`src/rtl/lieat_exu_wbck_arb.sv`:
```
// ----------------------------------------------------------------------------
// lieat_exu_wbck_arb
//
// Shares the single integer-regfile write port among NREQ execution units.
// Base priority is fixed, and the highest index wins. Each requester has an
// aging counter. A requester that is denied STARVE_LIM times in a row while
// the output slot was free is promoted. Promoted requesters beat every
// non-promoted one, and among themselves the lowest index goes first. The
// winner is registered into a one-entry output stage that is drained with a
// valid/ready handshake.
//
// Ports
//   clock      : clock, rising edge
//   reset      : asynchronous, active-low reset
//   req_valid  : per-requester writeback request
//   req_ready  : per-requester grant (transfer on req_valid & req_ready)
//   req_en     : per-requester regfile write enable
//   req_rd     : packed destination indices, requester i at [i*REG_IDX +: REG_IDX]
//   req_data   : packed write data,          requester i at [i*XLEN +: XLEN]
//   req_pc     : packed instruction pc,      requester i at [i*XLEN +: XLEN]
//   out_valid  : output stage holds a writeback
//   out_ready  : consumer accepts the output stage
//   out_src    : one-hot source of the held writeback
//   out_en/rd/data/pc : payload of the held writeback
//   starve_o   : a promoted (starving) requester won the current grant
// ----------------------------------------------------------------------------
module lieat_exu_wbck_arb #(
    parameter int NREQ       = 5,
    parameter int XLEN       = 32,
    parameter int REG_IDX    = 5,
    parameter int STARVE_LIM = 7
) (
    input  logic                    clock,
    input  logic                    reset,
    input  logic [NREQ-1:0]         req_valid,
    output logic [NREQ-1:0]         req_ready,
    input  logic [NREQ-1:0]         req_en,
    input  logic [NREQ*REG_IDX-1:0] req_rd,
    input  logic [NREQ*XLEN-1:0]    req_data,
    input  logic [NREQ*XLEN-1:0]    req_pc,
    output logic                    out_valid,
    input  logic                    out_ready,
    output logic [NREQ-1:0]         out_src,
    output logic                    out_en,
    output logic [REG_IDX-1:0]      out_rd,
    output logic [XLEN-1:0]         out_data,
    output logic [XLEN-1:0]         out_pc,
    output logic                    starve_o
);

    localparam int CW = $clog2(STARVE_LIM + 1);
    localparam int IW = (NREQ > 1) ? $clog2(NREQ) : 1;
    localparam logic [CW-1:0] LIM = CW'(STARVE_LIM);

    logic                accept;
    logic [NREQ-1:0]     starve;
    logic [NREQ-1:0]     grant;
    logic [IW-1:0]       grant_idx;
    logic                grant_any;
    logic                load;

    logic                out_valid_q, out_valid_d;
    logic [NREQ-1:0]     out_src_q,   out_src_d;
    logic                out_en_q,    out_en_d;
    logic [REG_IDX-1:0]  out_rd_q,    out_rd_d;
    logic [XLEN-1:0]     out_data_q,  out_data_d;
    logic [XLEN-1:0]     out_pc_q,    out_pc_d;

    // The slot can take a new writeback when it is empty or being drained now.
    // This is the only combinational path from out_ready to req_ready.
    assign accept = ~out_valid_q | out_ready;

    // Per-requester aging counters
    for (genvar gi = 0; gi < NREQ; gi++) begin : g_age
        logic [CW-1:0] cnt_q, cnt_d;

        assign starve[gi] = req_valid[gi] & (cnt_q == LIM);

        // Only denials while the slot was free count toward starvation. A
        // stalled output holds the count, because nobody could have won.
        always_comb begin
            cnt_d = cnt_q;
            if (!req_valid[gi] || req_ready[gi]) begin
                cnt_d = '0;
            end else if (accept && (cnt_q != LIM)) begin
                cnt_d = cnt_q + 1'b1;
            end
        end

        always_ff @(posedge clock or negedge reset) begin
            if (!reset) begin
                cnt_q <= '0;
            end else begin
                cnt_q <= cnt_d;
            end
        end
    end

    // Winner selection. Starving requesters are served lowest-index first so
    // that several of them drain in a fixed order. Otherwise the highest index
    // wins. The descending scan keeps the last (lowest) hit. The ascending
    // scan keeps the last (highest) hit.
    always_comb begin
        grant_idx = '0;
        grant_any = |req_valid;
        if (|starve) begin
            for (int i = NREQ - 1; i >= 0; i--) begin
                if (starve[i]) begin
                    grant_idx = IW'(i);
                end
            end
        end else begin
            for (int i = 0; i < NREQ; i++) begin
                if (req_valid[i]) begin
                    grant_idx = IW'(i);
                end
            end
        end
        grant = '0;
        if (grant_any) begin
            grant[grant_idx] = 1'b1;
        end
    end

    assign req_ready = grant & {NREQ{accept}};
    assign load      = |req_ready;
    assign starve_o  = accept & (|starve);

    // Output stage. A drain leaves the payload untouched. Only out_valid drops.
    always_comb begin
        out_valid_d = out_valid_q;
        out_src_d   = out_src_q;
        out_en_d    = out_en_q;
        out_rd_d    = out_rd_q;
        out_data_d  = out_data_q;
        out_pc_d    = out_pc_q;
        if (load) begin
            out_valid_d = 1'b1;
            out_src_d   = grant;
            out_en_d    = req_en[grant_idx];
            out_rd_d    = req_rd[int'(grant_idx) * REG_IDX +: REG_IDX];
            out_data_d  = req_data[int'(grant_idx) * XLEN +: XLEN];
            out_pc_d    = req_pc[int'(grant_idx) * XLEN +: XLEN];
        end else if (out_ready) begin
            out_valid_d = 1'b0;
        end
    end

    always_ff @(posedge clock or negedge reset) begin
        if (!reset) begin
            out_valid_q <= 1'b0;
            out_src_q   <= '0;
            out_en_q    <= 1'b0;
            out_rd_q    <= '0;
            out_data_q  <= '0;
            out_pc_q    <= '0;
        end else begin
            out_valid_q <= out_valid_d;
            out_src_q   <= out_src_d;
            out_en_q    <= out_en_d;
            out_rd_q    <= out_rd_d;
            out_data_q  <= out_data_d;
            out_pc_q    <= out_pc_d;
        end
    end

    assign out_valid = out_valid_q;
    assign out_src   = out_src_q;
    assign out_en    = out_en_q;
    assign out_rd    = out_rd_q;
    assign out_data  = out_data_q;
    assign out_pc    = out_pc_q;

endmodule
```
`config.mk`:
```
export PLATFORM = sky130hd
export DESIGN_NAME = lieat_exu_wbck_arb
export DESIGN_NICKNAME = d
export VERILOG_FILES = /design/src/rtl/lieat_exu_wbck_arb.sv
export SDC_FILE = /design/constraint.sdc
export NUM_CORES = 1
export LEC_CHECK = 0
export ABC_AREA = 1
export CAP_MARGIN = 25
export CORE_AREA = 3 3 171 173
export CTS_CLUSTER_SIZE = 24
export DETAILED_ROUTE_END_ITERATION = 10
export DIE_AREA = 0 0 174 176
export GPL_TIMING_DRIVEN = 0
export PLACE_DENSITY = 0.62
export SLEW_MARGIN = 20
export SYNTH_ARGS = -nofsm -noshare
export SYNTH_HDL_FRONTEND = slang
export SYNTH_SLANG_ARGS = --single-unit
```
`constraint.sdc`:
```
create_clock -name clock -period 3.45 [get_ports clock]
set_input_delay 1.035 -clock clock [delete_from_list [all_inputs] [get_ports clock]]
set_output_delay 1.035 -clock clock [all_outputs]
set_load 0.03 [all_outputs]
```
## Yosys cells after proc, flatten, opt, wreduce, memory -nomap -nowiden

Cells that the tools add are included.

- Add/sub/neg operators: 5
- Mux-type cells: 27
- Reduce and logical (&&, ||, !) cells: 25
- Magnitude comparators: 2
- Bitwise operators: 9
- Equal/unequal tests: 10
- Shift operators: 3
- Multipliers: 1

Operators with widths:

| cell | count |
|---|---|
| variable part select 160 x 9 -> 32 bit | 2 |
| two-way mux 3 bit | 19 |
| variable part select 25 x 7 -> 5 bit | 1 |
| adder 3 x 1 -> 3 bit, second input constant | 5 |
| equality test 3 bit, second input constant | 5 |
| inequality test 3 bit, second input constant | 5 |
| OR reduction 5 bit | 3 |
| nonzero test 2 bit | 6 |
| bitwise AND 1 bit | 6 |
| logical AND 1 bit | 6 |
| multiplier 3 x 3 -> 6 bit, second input constant | 1 |
| bitwise AND 5 bit | 1 |
| zero test 1 bit | 5 |
| logical OR 1 bit | 5 |
| two-way mux 1 bit | 5 |
| two-way mux 5 bit | 1 |
| less-than comparator 3 x 4 -> 1 bit, second input constant | 1 |
| binary-select mux 1 bit (select 3 bit) | 1 |
| demux 1 bit (select 3 bit) | 1 |
| greater-or-equal comparator 3 x 1 -> 1 bit, second input constant | 1 |
| inverter 1 bit | 1 |
| bitwise OR 1 bit | 1 |

- Input bits: 358
- Output and inout bits: 82
- Register bits: 91
- Logic and storage cells: 93

## Logic depth before layout (Yosys ltp)

Gate-level depths: netlist of run 1.

- Depth in word-level cells: 16
- Depth in mapped cells: 15
- Gate-level depth less buffers: 14

## Worst setup path after synthesis of run 1

Ideal clock, no wire load.

- Kind: input -> output
- Start point: in req_valid[4]
- End point: out req_ready[1]
- Path buffers: 3
- Cell stages on the path: 11
- Data required time: 2.415 ns
- Setup slack: 0.126 ns
- Data arrival time: 2.289 ns
- Cell sequence: buf_2 > inv_2 > nand2_1 > nand2_2 > nand2_4 > nand2_4 > inv_2 > nand3_4 > buf_4 > buf_4 > inv_1

- Word-level cells in the longest chain between the ends: 13
- Elaborated cells between the ends (all ways): 17
- Classes of those cells: order compare (2); mux (10); bitwise (2); reduce/logical (3)

RTL lines:

| item | RTL line | RTL |
|---|---|---|
| start: declaration | 35 | `input logic [NREQ-1:0] req_valid,` |
| bitwise AND 1 bit | 77 | `assign starve[gi] = req_valid[gi] & (cnt_q == LIM);` |
| two-way mux 3 bit (5 in series) | 108 | `if (starve[i]) begin` |
| two-way mux 3 bit | 106 | `if (\|starve) begin` |
| less-than comparator 3 x 4 -> 1 bit (not written as such) / greater-or-equal comparator 3 x 1 -> 1 bit (equally long branches) | 121 | `grant[grant_idx] = 1'b1;` |
| logical AND 1 bit (not written as such) | 121 |  |
| two-way mux 1 bit (not written as such) | 121 |  |
| demux 1 bit (select 3 bit) | 121 |  |
| two-way mux 5 bit (*) | 120 | `if (grant_any) begin` |
| bitwise AND 5 bit (*) | 125 | `assign req_ready = grant & {NREQ{accept}};` |
| end: declaration | 36 | `output logic [NREQ-1:0] req_ready,` |

Every way passes the cells marked *; elsewhere a longest branch is shown, timed or not.

## Worst setup path in the final report of run 1

- Start point: in out_ready
- End point: out req_ready[1]

- Word-level cells in the longest chain between the ends: 2

RTL lines:

| item | RTL line | RTL |
|---|---|---|
| start: declaration | 42 | `input logic out_ready,` |
| bitwise OR 1 bit | 71 | `assign accept = ~out_valid_q \| out_ready;` |
| bitwise AND 5 bit | 125 |  |

Every way passes these cells.

==> summary.md, run 1 <==
| Metric | Value |
|---|---|
| H-tree depth | 3 |
| Total GRT Usage | 0.2534 |
| Core Area | 0.02778 mm^2 |
| Largest net degree at the start of global routing | 58 |
| Fmax | 293.5 MHz |
| Detailed-route DRC error count | 0 |
| Number of enable flip-flop cells after synthesis | 0 |
| Antenna violations before repair | 1 |
| Register area | 0.002277 mm^2 |
| Multi-input logic area | 0.004821 mm^2 |
| Min cycle time layout | 3.407 ns |
| Post-Syn Area | 0.007782 mm^2 |
| Routability cong. | 0.9019 |
| Post-Syn Nets | 1734 |
| Required @ worst endpoint | 2.41 ns |
| CTS tree | built |
| Synth Register Bits | 91 |
| Total Neg Setup Slack | 0 ns |
| Final #Nets | 2202 |
| Routed WL | 40.25 mm |
| Detailed Route Iter0 Violations | 492 |
| Post-Route Skew | 0.006294 ns |
| Fin util | 0.4768 |
| Die Height | 176 um |
| CTS max path bufs | 2 |
| Filler cells | 2946 |
| Area growth from synthesis to layout | 70.21% |
| Critical path arrival | 2.37 ns |
| Row cnt | 61 |
| Clock Tree Root | clkbuf_16 |
| Library cell with the largest summed area after synthesis | dfrtp_1 |
| Area fraction of the dominant cell type after synthesis | 0.2926 |
| Synth warn | 0 |
| Dominant cells by area after synthesis | dfrtp_1 (29%), nand2_1 (27%), nor2_1 (11%) |
| First-pass GRT wire length | 59.81 mm |
| Final ANT Viol Nets | 0 |
| Most frequent cell after synthesis | nand2_1 |
| Top_reg_cell synth | dfrtp_1 |
| Die ar. | 0.03062 mm^2 |
| TritonCTS Sinks | 91 |
| Routed wire per std cell | 18.15 um |
| Status | complete, no violations |
| Post-synth top cells | nand2_1 (563), nor2_1 (221), nand3_1 (143) |
| Worst setup EP type | output pin |
| DR vias | 10.34k |
| Power per cell area | 361.8 mW/mm^2 |
| Initial Util | 0.2801 |
| Crit start category | primary input |
| GRT Residual Overflow | 0 |
| FFs w/ async S/R, synth | 1.000 |
| Hold Fails Final Rpt | 0 |
| DP HPWL | 32.55 mm |
| Maximum capacitance violations | 0 |
| Slew margin rel. | 0.5578 |
| Final worst-path cycle share | 0.9875 |
| I/O pin count | 440 |
| CTS clk-pin slew, worst paths | 0.07 ns |
| Slew Limit Fails | 0 |
| TritonRoute pass-1 iters | 5 |
| Num CTS Buffers | 9 |
| Max IR drop VDD | 199.1 uV |
| Hold WS | 0.5206 ns |
| Die width | 174 um |
| Hold WC Path Type | flip-flop to flip-flop |
| Max FO, Critical Path | 5 |
| Vias in the first global route | 10.24k |
| Via density | 4.661 |
| Design Area, Final | 0.01325 mm^2 |
| Post-Syn Instances | 1366 |
| Slew @ Worst Pin | 0.6633 ns |
| Setup CP Type | primary input to output pin |
| Lkg Pwr | 6.658 nW |
| Clock Latency Late Sink | 0.35 ns |
| Final setup viols | 0 |
| Avg Cell Area, Syn | 5.697 um^2 |
| Sequential share of the synthesized area | 0.2926 |
| Post-placement cell area | 0.01267 mm^2 |
| Yosys cell types | 25 |
| Fraction of layout cells with a size suffix above 1 | 0.07830 |
| PortBufs | 438 |
[stage by stage]
stage / power (mW) / instances / setup slack (ns)
after floorplan: 2.534 / 1366 / 0.1264
after global placement: 3.728 / 2182 / -2.252
after detailed placement: 3.746 / 2183 / -1.725
after CTS: 4.829 / 2209 / -0.01261
after global routing: 5.072 / 2218 / -0.01012
final: 4.793 / 2218 / 0.04323
[power breakdown]
group | total [mW] | switching (mW) | internal (mW)
Clock | 1.04 | 0.458 | 0.587
Sequential | 1.42 | 0.139 | 1.28
Combinational | 2.33 | 1.31 | 1.03
[final cells by class]
class                      instances  share of cell area
sequential                        91              0.1719
antenna                            1           0.0001889
timing repair buffer             461              0.3432
tap                              378             0.03570
clock buffer                      11             0.01832
multi-input combinational       1086              0.3639
inverter                          89             0.02683
clock inverter                     5            0.004534
buffer                            96             0.03542
[worst max-delay path: stages]
cell and delay (ns):
clkdlybuf4s50_1 0.42, nor2_2 0.24, inv_1 0.23, nand3_4 0.15
buf_6 0.11, inv_1 0.03, buf_4 0.15
[flip-flops by register name (all words and copies together), names as in the netlist]
signal	count
out_src	5
out_data	32
out_pc	32
out_rd	5
out_en	1
out_valid	1
g_age.cnt_q	15
[repair_timing]
item,in CTS,in global routing
pin swaps,7,7
endpoints found under the setup margin,7,6
resized for setup,74,10
hold buffers,0,0
setup buffers,14,8
[logic make-up (layout without fill, tap and decap cells)]
kind of cell,after synthesis,count (layout),share of synthesized area
flip-flops,91,91,0.2926
other,0,1,0
adder cells (fa/ha/maj),10,10,0.01608
buffers and inverters,189,662,0.1027
AO/OA/AOI/OAI,48,48,0.03151
XOR/XNOR,5,5,0.005627
AND/OR/NAND/NOR,1023,1023,0.5514
[final timing paths]
path / from / to / slack (ns) / cells after the start
setup / recovery: out_ready / req_ready[1] / 0.04 / 7
hold / removal: out_src[3]$_DFFE_PN0P_ / out_src[3]$_DFFE_PN0P_ / 0.52 / 2
setup reg to reg: g_age[1].cnt_q[0]$_DFFE_PN0P_ / out_data[25]$_DFFE_PN0P_ / 0.47 / 15
hold reg to reg: out_src[3]$_DFFE_PN0P_ / out_src[3]$_DFFE_PN0P_ / 0.52 / 2
max in group asynchronous: reset / out_rd[1]$_DFFE_PN0P_ / 2.27 / 2
min in group asynchronous: reset / out_data[13]$_DFFE_PN0P_ / 0.57 / 1
[layer usage]
layer  global-route usage  part of all wire  vias to the layer above
met3              0.06538             0.072                       47
met4              0.07205             0.025                        0
met5                    0                 0                        -
li1                     -                 -                     5236
met2               0.4612              0.51                      396
met1               0.2936              0.40                     4660
[layout by cell type, fill, tap and decap left out, drive strengths merged, types with 11 or more instances in the layout]
cell type / count
a21oi: 11
buf: 94
clkbuf: 46
clkdlybuf4s50: 427
dfrtp: 91
inv: 90
nand2: 569
nand3: 146
nand4: 78
nor2: 223
o21ai: 35
(Power assumes the default switching activity.)
==> inputs of run 2 (changes only) <==
CAP_MARGIN = default   (was 25)
REMOVE_ABC_BUFFERS = 1   (was default)
==> run 2 against run 1 <==
Clock power about the same. Critical path type unchanged. Highest routed layer unchanged. Sequential share of layout area decreased by 0.56 points. Sequential cell count is the same.
==> summary.md, run 2 (same netlist as run 1, synthesis figures left out) <==
| Metric | Value |
|---|---|
| Routability cong. | 0.8081 |
| Critical Path Start | req_valid[0] |
| Fmax | 291.1 MHz |
| Via density | 5.030 |
| TritonCTS Sinks | 91 |
| Setup CP Type | primary input to output pin |
| Core Area | 0.02778 mm^2 |
| Tot Pwr | 4.859 mW |
| Detailed Route Iter0 Violations | 662 |
| # hold bufs at CTS | 0 |
| Max FO, Critical Path | 10 |
| Psw | 2.005 mW |
| Clock power share | 0.212 |
| Internal Pwr Total | 2.854 mW |
| Hold WS | 0.5187 ns |
| Worst setup EP type | output pin |
| Final ANT Viol Nets | 0 |
| Placed cells | 2091 |
| Post-route insts no fill | 2175 |
| Initial Util | 0.2801 |
| Largest net degree at the start of global routing | 56 |
| Post-Route Skew | 0.01748 ns |
| Seq pwr share | 0.289 |
| Num CTS Buffers | 9 |
| Hold path startpoint | out_src[1]$_DFFE_PN0P_ |
| Final worst-path cycle share | 0.9958 |
| Clock Latency Late Sink | 0.36 ns |
| Commonest non-fill, non-tap cells in the layout | nand2_1 (553), clkdlybuf4s50_1 (427), nor2_1 (219) |
| Max IR drop VDD | 189.6 uV |
| Hold Fails Final Rpt | 0 |
| Status | complete, no violations |
| Die ar. | 0.03062 mm^2 |
| Power per cell area | 354.9 mW/mm^2 |
| DR vias | 10.94k |
| PortBufs | 439 |
| Maximum capacitance violations | 0 |
| TritonRoute pass-1 iters | 5 |
| Slew margin rel. | 0.5118 |
| I/O pin count | 440 |
| Required @ worst endpoint | 2.41 ns |
| Min cycle time layout | 3.435 ns |
| Routed wire per std cell | 21.43 um |
| Fin util | 0.4928 |
| Row cnt | 61 |
| Slew Limit Fails | 0 |
| Sw Ratio | 0.4126 |
| Die Height | 176 um |
| Lkg Pwr | 6.802 nW |
| Combinational share of power | 0.500 |
| Hold WC Path Type | flip-flop to flip-flop |
| Critical path arrival | 2.40 ns |
| Total GRT Usage | 0.2953 |
| Most common cell after layout, fill and taps aside | nand2_1 |
| Fraction of layout cells with a size suffix above 1 | 0.08519 |
| Clock Tree Root | clkbuf_16 |
| Final #Nets | 2159 |
| Detailed-route DRC error count | 0 |
| Slew @ Worst Pin | 0.7315 ns |
| CTS tree | built |
| CTS clk-pin slew, worst paths | 0.08 ns |
| Area growth from synthesis to layout | 75.92% |
| CTS max path bufs | 2 |
| Die width | 174 um |
| DP HPWL | 24.78 mm |
| Worst r2r src | g_age[2].cnt_q[0]$_DFFE_PN0P_ |
| First-pass GRT wire length | 68.05 mm |
| Antenna violations before repair | 2 |
| H-tree depth | 3 |
| Final setup viols | 0 |
| GRT Residual Overflow | 0 |
| Vias in the first global route | 10.77k |
| Routed WL | 46.62 mm |
| Crit start category | primary input |
## run 2: changes by cell type in the layout (fill, tap and decap cells not counted), moves of 4 or more
cell       before  now
ha_1           10    5
nand2_1       557  553
nand2_4         3   20
clkinv_4        0    4
buf_16          1    6
buf_1           6    0
buf_4          26   42
bufbuf_16       0    6
clkbuf_1       32    0
buf_2          56    3
## run 2: what timing repair did
item	4_1_cts	5_1_grt
endpoints found under the setup margin	94	44
setup buffers	35	7
gates cloned	26	0
pin swaps	17	11
gates resized for setup	97	20
## run 2: worst max-delay path, stage by stage
cell	delay (ns)
clkdlybuf4s15_2	0.22
nand2_4	0.08
buf_4	0.18
nand2_8	0.08
buf_16	0.17
nand2_8	0.08
inv_4	0.12
nand3_4	0.10
buf_12	0.14
inv_1	0.06
buf_6	0.12
## run 2: path summary, 6_finish.rpt
| kind | end | slack [ns] | cells after the start |
|---|---|---|---|
| max in group asynchronous | out_data[25]$_DFFE_PN0P_ | 2.20 | 2 |
| worst min register to register | out_src[1]$_DFFE_PN0P_ | 0.52 | 2 |
| worst max-delay path | req_ready[0] | 0.01 | 11 |
| min in group asynchronous | out_data[26]$_DFFE_PN0P_ | 0.59 | 1 |
| worst min-delay path | out_src[1]$_DFFE_PN0P_ | 0.52 | 2 |
| worst max register to register | out_data[11]$_DFFE_PN0P_ | 0.18 | 15 |
## run 2: per-layer routing
layer | track usage | part of all wire | wire length (um)
met1 | 0.3572 | 0.40 | 18570
met2 | 0.5034 | 0.48 | 22260
met3 | 0.07699 | 0.086 | 4012
met4 | 0.1146 | 0.038 | 1782
met5 | 0 | 0 | 0
## run 2: power groups by stage
| stage | Combinational [mW] | Clock (mW) | Sequential (mW) |
|---|---|---|---|
| after floorplan | 0.684 | 0 | 1.80 |
| after global placement | 2.21 | 0 | 1.41 |
| after detailed placement | 2.24 | 0 | 1.42 |
| after CTS | 2.43 | 1.05 | 1.40 |
| after global routing | 2.61 | 1.10 | 1.43 |
| final | 2.43 | 1.03 | 1.40 |
## run 2: layout make-up
type | instances | area (um^2)
Antenna cell | 1 | 2.502
Clock buffer | 9 | 225.2
Clock inverter | 7 | 68.82
Fill cell | 2826 | 14090
Inverter | 89 | 381.6
Multi-Input combinational cell | 1105 | 5165
Sequential cell | 91 | 2277
Tap cell | 378 | 473.0
Timing Repair Buffer | 494 | 5089
Timing Repair inverter | 1 | 8.758
## run 2: stage by stage
step / cell area (um^2) / TNS [ns] / setup slack [ns]
3_3_place_gp: 12180 / -692.44 / -5.636
3_5_place_dp: 12450 / -246.28 / -3.604
4_1_cts: 13580 / 0 / 0.001869
2_1_floorplan: 7317 / -136.24 / -2.002
5_1_grt: 13690 / -0.06669 / -0.02684
6_report: 13690 / 0 / 0.01453
==> inputs of run 3 (changes only) <==
CORE_AREA = 2 2 170 172   (was 3 3 171 173)
DIE_AREA = 0 0 172 174   (was 0 0 174 176)
==> run 3 against run 2 <==
Clock-buffer cell count grew 1. Sequential share of layout area grew 0.067 points. Combinational power is essentially flat. Critical path depth is the same. Register-to-register slack gained 0.07 ns. Hold slack gained 0.0019 ns. Total power grew 2.9%.
==> summary.md, run 3 (same netlist as run 1, synthesis figures left out) <==
| Metric | Value |
|---|---|
| Status | complete, no violations |
| Post-route insts no fill | 2171 |
| GRT Residual Overflow | 0 |
| Unrepaired setup endpoints after global routing | no |
| Slew @ Worst Pin | 0.7242 ns |
| CTS max path bufs | 2 |
| Most common cell after layout, fill and taps aside | nand2_1 |
| Total GRT Usage | 0.2843 |
| Area growth from synthesis to layout | 75.21% |
| Commonest non-fill, non-tap cells in the layout | nand2_1 (554), clkdlybuf4s50_1 (427), nor2_1 (220) |
| Die width | 172 um |
| Max FO, Critical Path | 4 |
| Routability cong. | 0.8025 |
| Num CTS Buffers | 9 |
| Core Area | 0.02824 mm^2 |
| Die ar. | 0.02993 mm^2 |
| CP Buf/Inv Count | 5 |
| Clock Latency Late Sink | 0.35 ns |
| Hold Fails Final Rpt | 0 |
| Required @ worst endpoint | 2.41 ns |
| Largest net degree at the start of global routing | 60 |
| Final setup viols | 0 |
| Crit start category | primary input |
| TritonRoute pass-1 iters | 5 |
| TritonCTS Sinks | 91 |
| Detailed Route Iter0 Violations | 595 |
| CTS clk-pin slew, worst paths | 0.07 ns |
| Fmax | 293.5 MHz |
| Maximum capacitance violations | 0 |
| Antenna violations before repair | 2 |
| Critical path arrival | 2.37 ns |
| Detailed-route DRC error count | 0 |
| Fraction of layout cells with a size suffix above 1 | 0.07563 |
| Die Height | 174 um |
| First-pass GRT wire length | 63.12 mm |
| CP top delay family | buffers and inverters |
| Final worst-path cycle share | 0.9875 |
| Initial Util | 0.2756 |
| CTS tree | built |
| DP Worst Slack | -3.385 ns |
| Min cycle time layout | 3.407 ns |
| Routed wire per std cell | 20.12 um |
| Hold WC Path Type | flip-flop to flip-flop |
| Critical path's slowest cell | buf_6 |
| Routed WL | 43.68 mm |
| Setup CP Type | primary input to output pin |
| Critical-path cell list | buf_4, nand2_4, nand2_8, nor2_4, buf_6, nand2_8, nand2_8, buf_4, nand3_4, inv_1, buf_4 |
| # hold bufs at CTS | 0 |
| Lkg Pwr | 6.785 nW |
| DP HPWL | 23.56 mm |
| Vias in the first global route | 10.26k |
| Via density | 4.882 |
| Power per cell area | 366.8 mW/mm^2 |
| Final #Nets | 2148 |
| Placed cells | 2097 |
| Post-Route Skew | 0.01550 ns |
| Row cnt | 62 |
| Clock Tree Root | clkbuf_16 |
| Max IR drop VDD | 263.7 uV |
| Final setup margin | 0.04306 ns |
| PortBufs | 439 |
| H-tree depth | 3 |
| CP max stage delay | 0.17 ns |
| Worst setup EP type | output pin |
| Final ANT Viol Nets | 0 |
| Slew margin rel. | 0.5166 |
| Slew Limit Fails | 0 |
| DR vias | 10.60k |
| I/O pin count | 440 |
-- run 3: cell count changes in the layout (fill, tap and decap cells not counted), moves of 3 or more --
cell and change:
buf_6 -3, bufbuf_16 +3, buf_4 -5, buf_16 -5
nand3_2 -3, clkinv_4 -4, nand2_4 -6, bufinv_16 +3
buf_12 +4
-- run 3: area by class of cell --
| type | count | area (um^2) |
|---|---|---|
| multi-input combinational | 1099 | 5072 |
| inverter | 89 | 377.9 |
| clock buffer | 10 | 229.0 |
| antenna | 2 | 5.005 |
| fill | 2950 | 14600 |
| clock inverter | 6 | 118.9 |
| timing repair inverter | 1 | 8.758 |
| sequential | 91 | 2277 |
| timing repair buffer | 489 | 5066 |
| tap | 384 | 480.5 |
-- run 3: worst paths after layout --
path / startpoint / endpoint / slack [ns] / cells past startpoint
hold reg to reg: out_src[0]$_DFFE_PN0P_ / out_src[0]$_DFFE_PN0P_ / 0.52 / 2
min in group asynchronous: reset / out_pc[31]$_DFFE_PN0P_ / 0.57 / 1
hold / removal: out_src[0]$_DFFE_PN0P_ / out_src[0]$_DFFE_PN0P_ / 0.52 / 2
max in group asynchronous: reset / out_data[7]$_DFFE_PN0P_ / 2.23 / 2
setup / recovery: req_valid[1] / req_ready[1] / 0.04 / 11
setup reg to reg: g_age[0].cnt_q[0]$_DFFE_PN0P_ / out_pc[5]$_DFFE_PN0P_ / 0.25 / 16
-- run 3: power breakdown --
part	switching, mW	internal [mW]
combinational	1.33	1.07
clock	0.481	0.721
sequential	0.121	1.28
-- run 3: timing repair --
item | CTS | global route
pin swaps | 17 | 5
gates resized for setup | 91 | 13
endpoints found under the setup margin | 94 | 44
setup buffers | 32 | 3
gates cloned | 23 | 0
-- run 3: through the flow --
| step | cell area [um^2] | hold WS (ns) | util | setup TNS [ns] | power (mW) |
|---|---|---|---|---|---|
| after floorplan | 7317 | 0.5033 | - | -136.24 | 2.483 |
| after global placement | 12190 | 0.4995 | 0.4318 | -679.22 | 3.603 |
| after detailed placement | 12430 | 0.5062 | 0.4402 | -229.53 | 3.644 |
| after CTS | 13600 | 0.5228 | 0.4818 | 0 | 5.043 |
| after global routing | 13640 | 0.5437 | 0.4829 | 0 | 5.283 |
| final | 13640 | 0.5207 | 0.4829 | 0 | 5.001 |
-- run 3: worst register-to-register path: cells and delay by family (launching register included) --
| kind | cells | cell delay (ns) |
|---|---|---|
| flops | 1 | 0.40 |
| simple gates | 9 | 1.23 |
| fa+ha+maj | 2 | 0.42 |
| buf+inv | 5 | 1.04 |
-- run 3: metal layers --
metal,vias to the layer above,global-route usage,share of wire
met5,-,0,0
met4,0,0.07598,0.020
met3,53,0.05647,0.076
met2,463,0.5144,0.50
met1,4931,0.3396,0.41
li1,5151,-,-
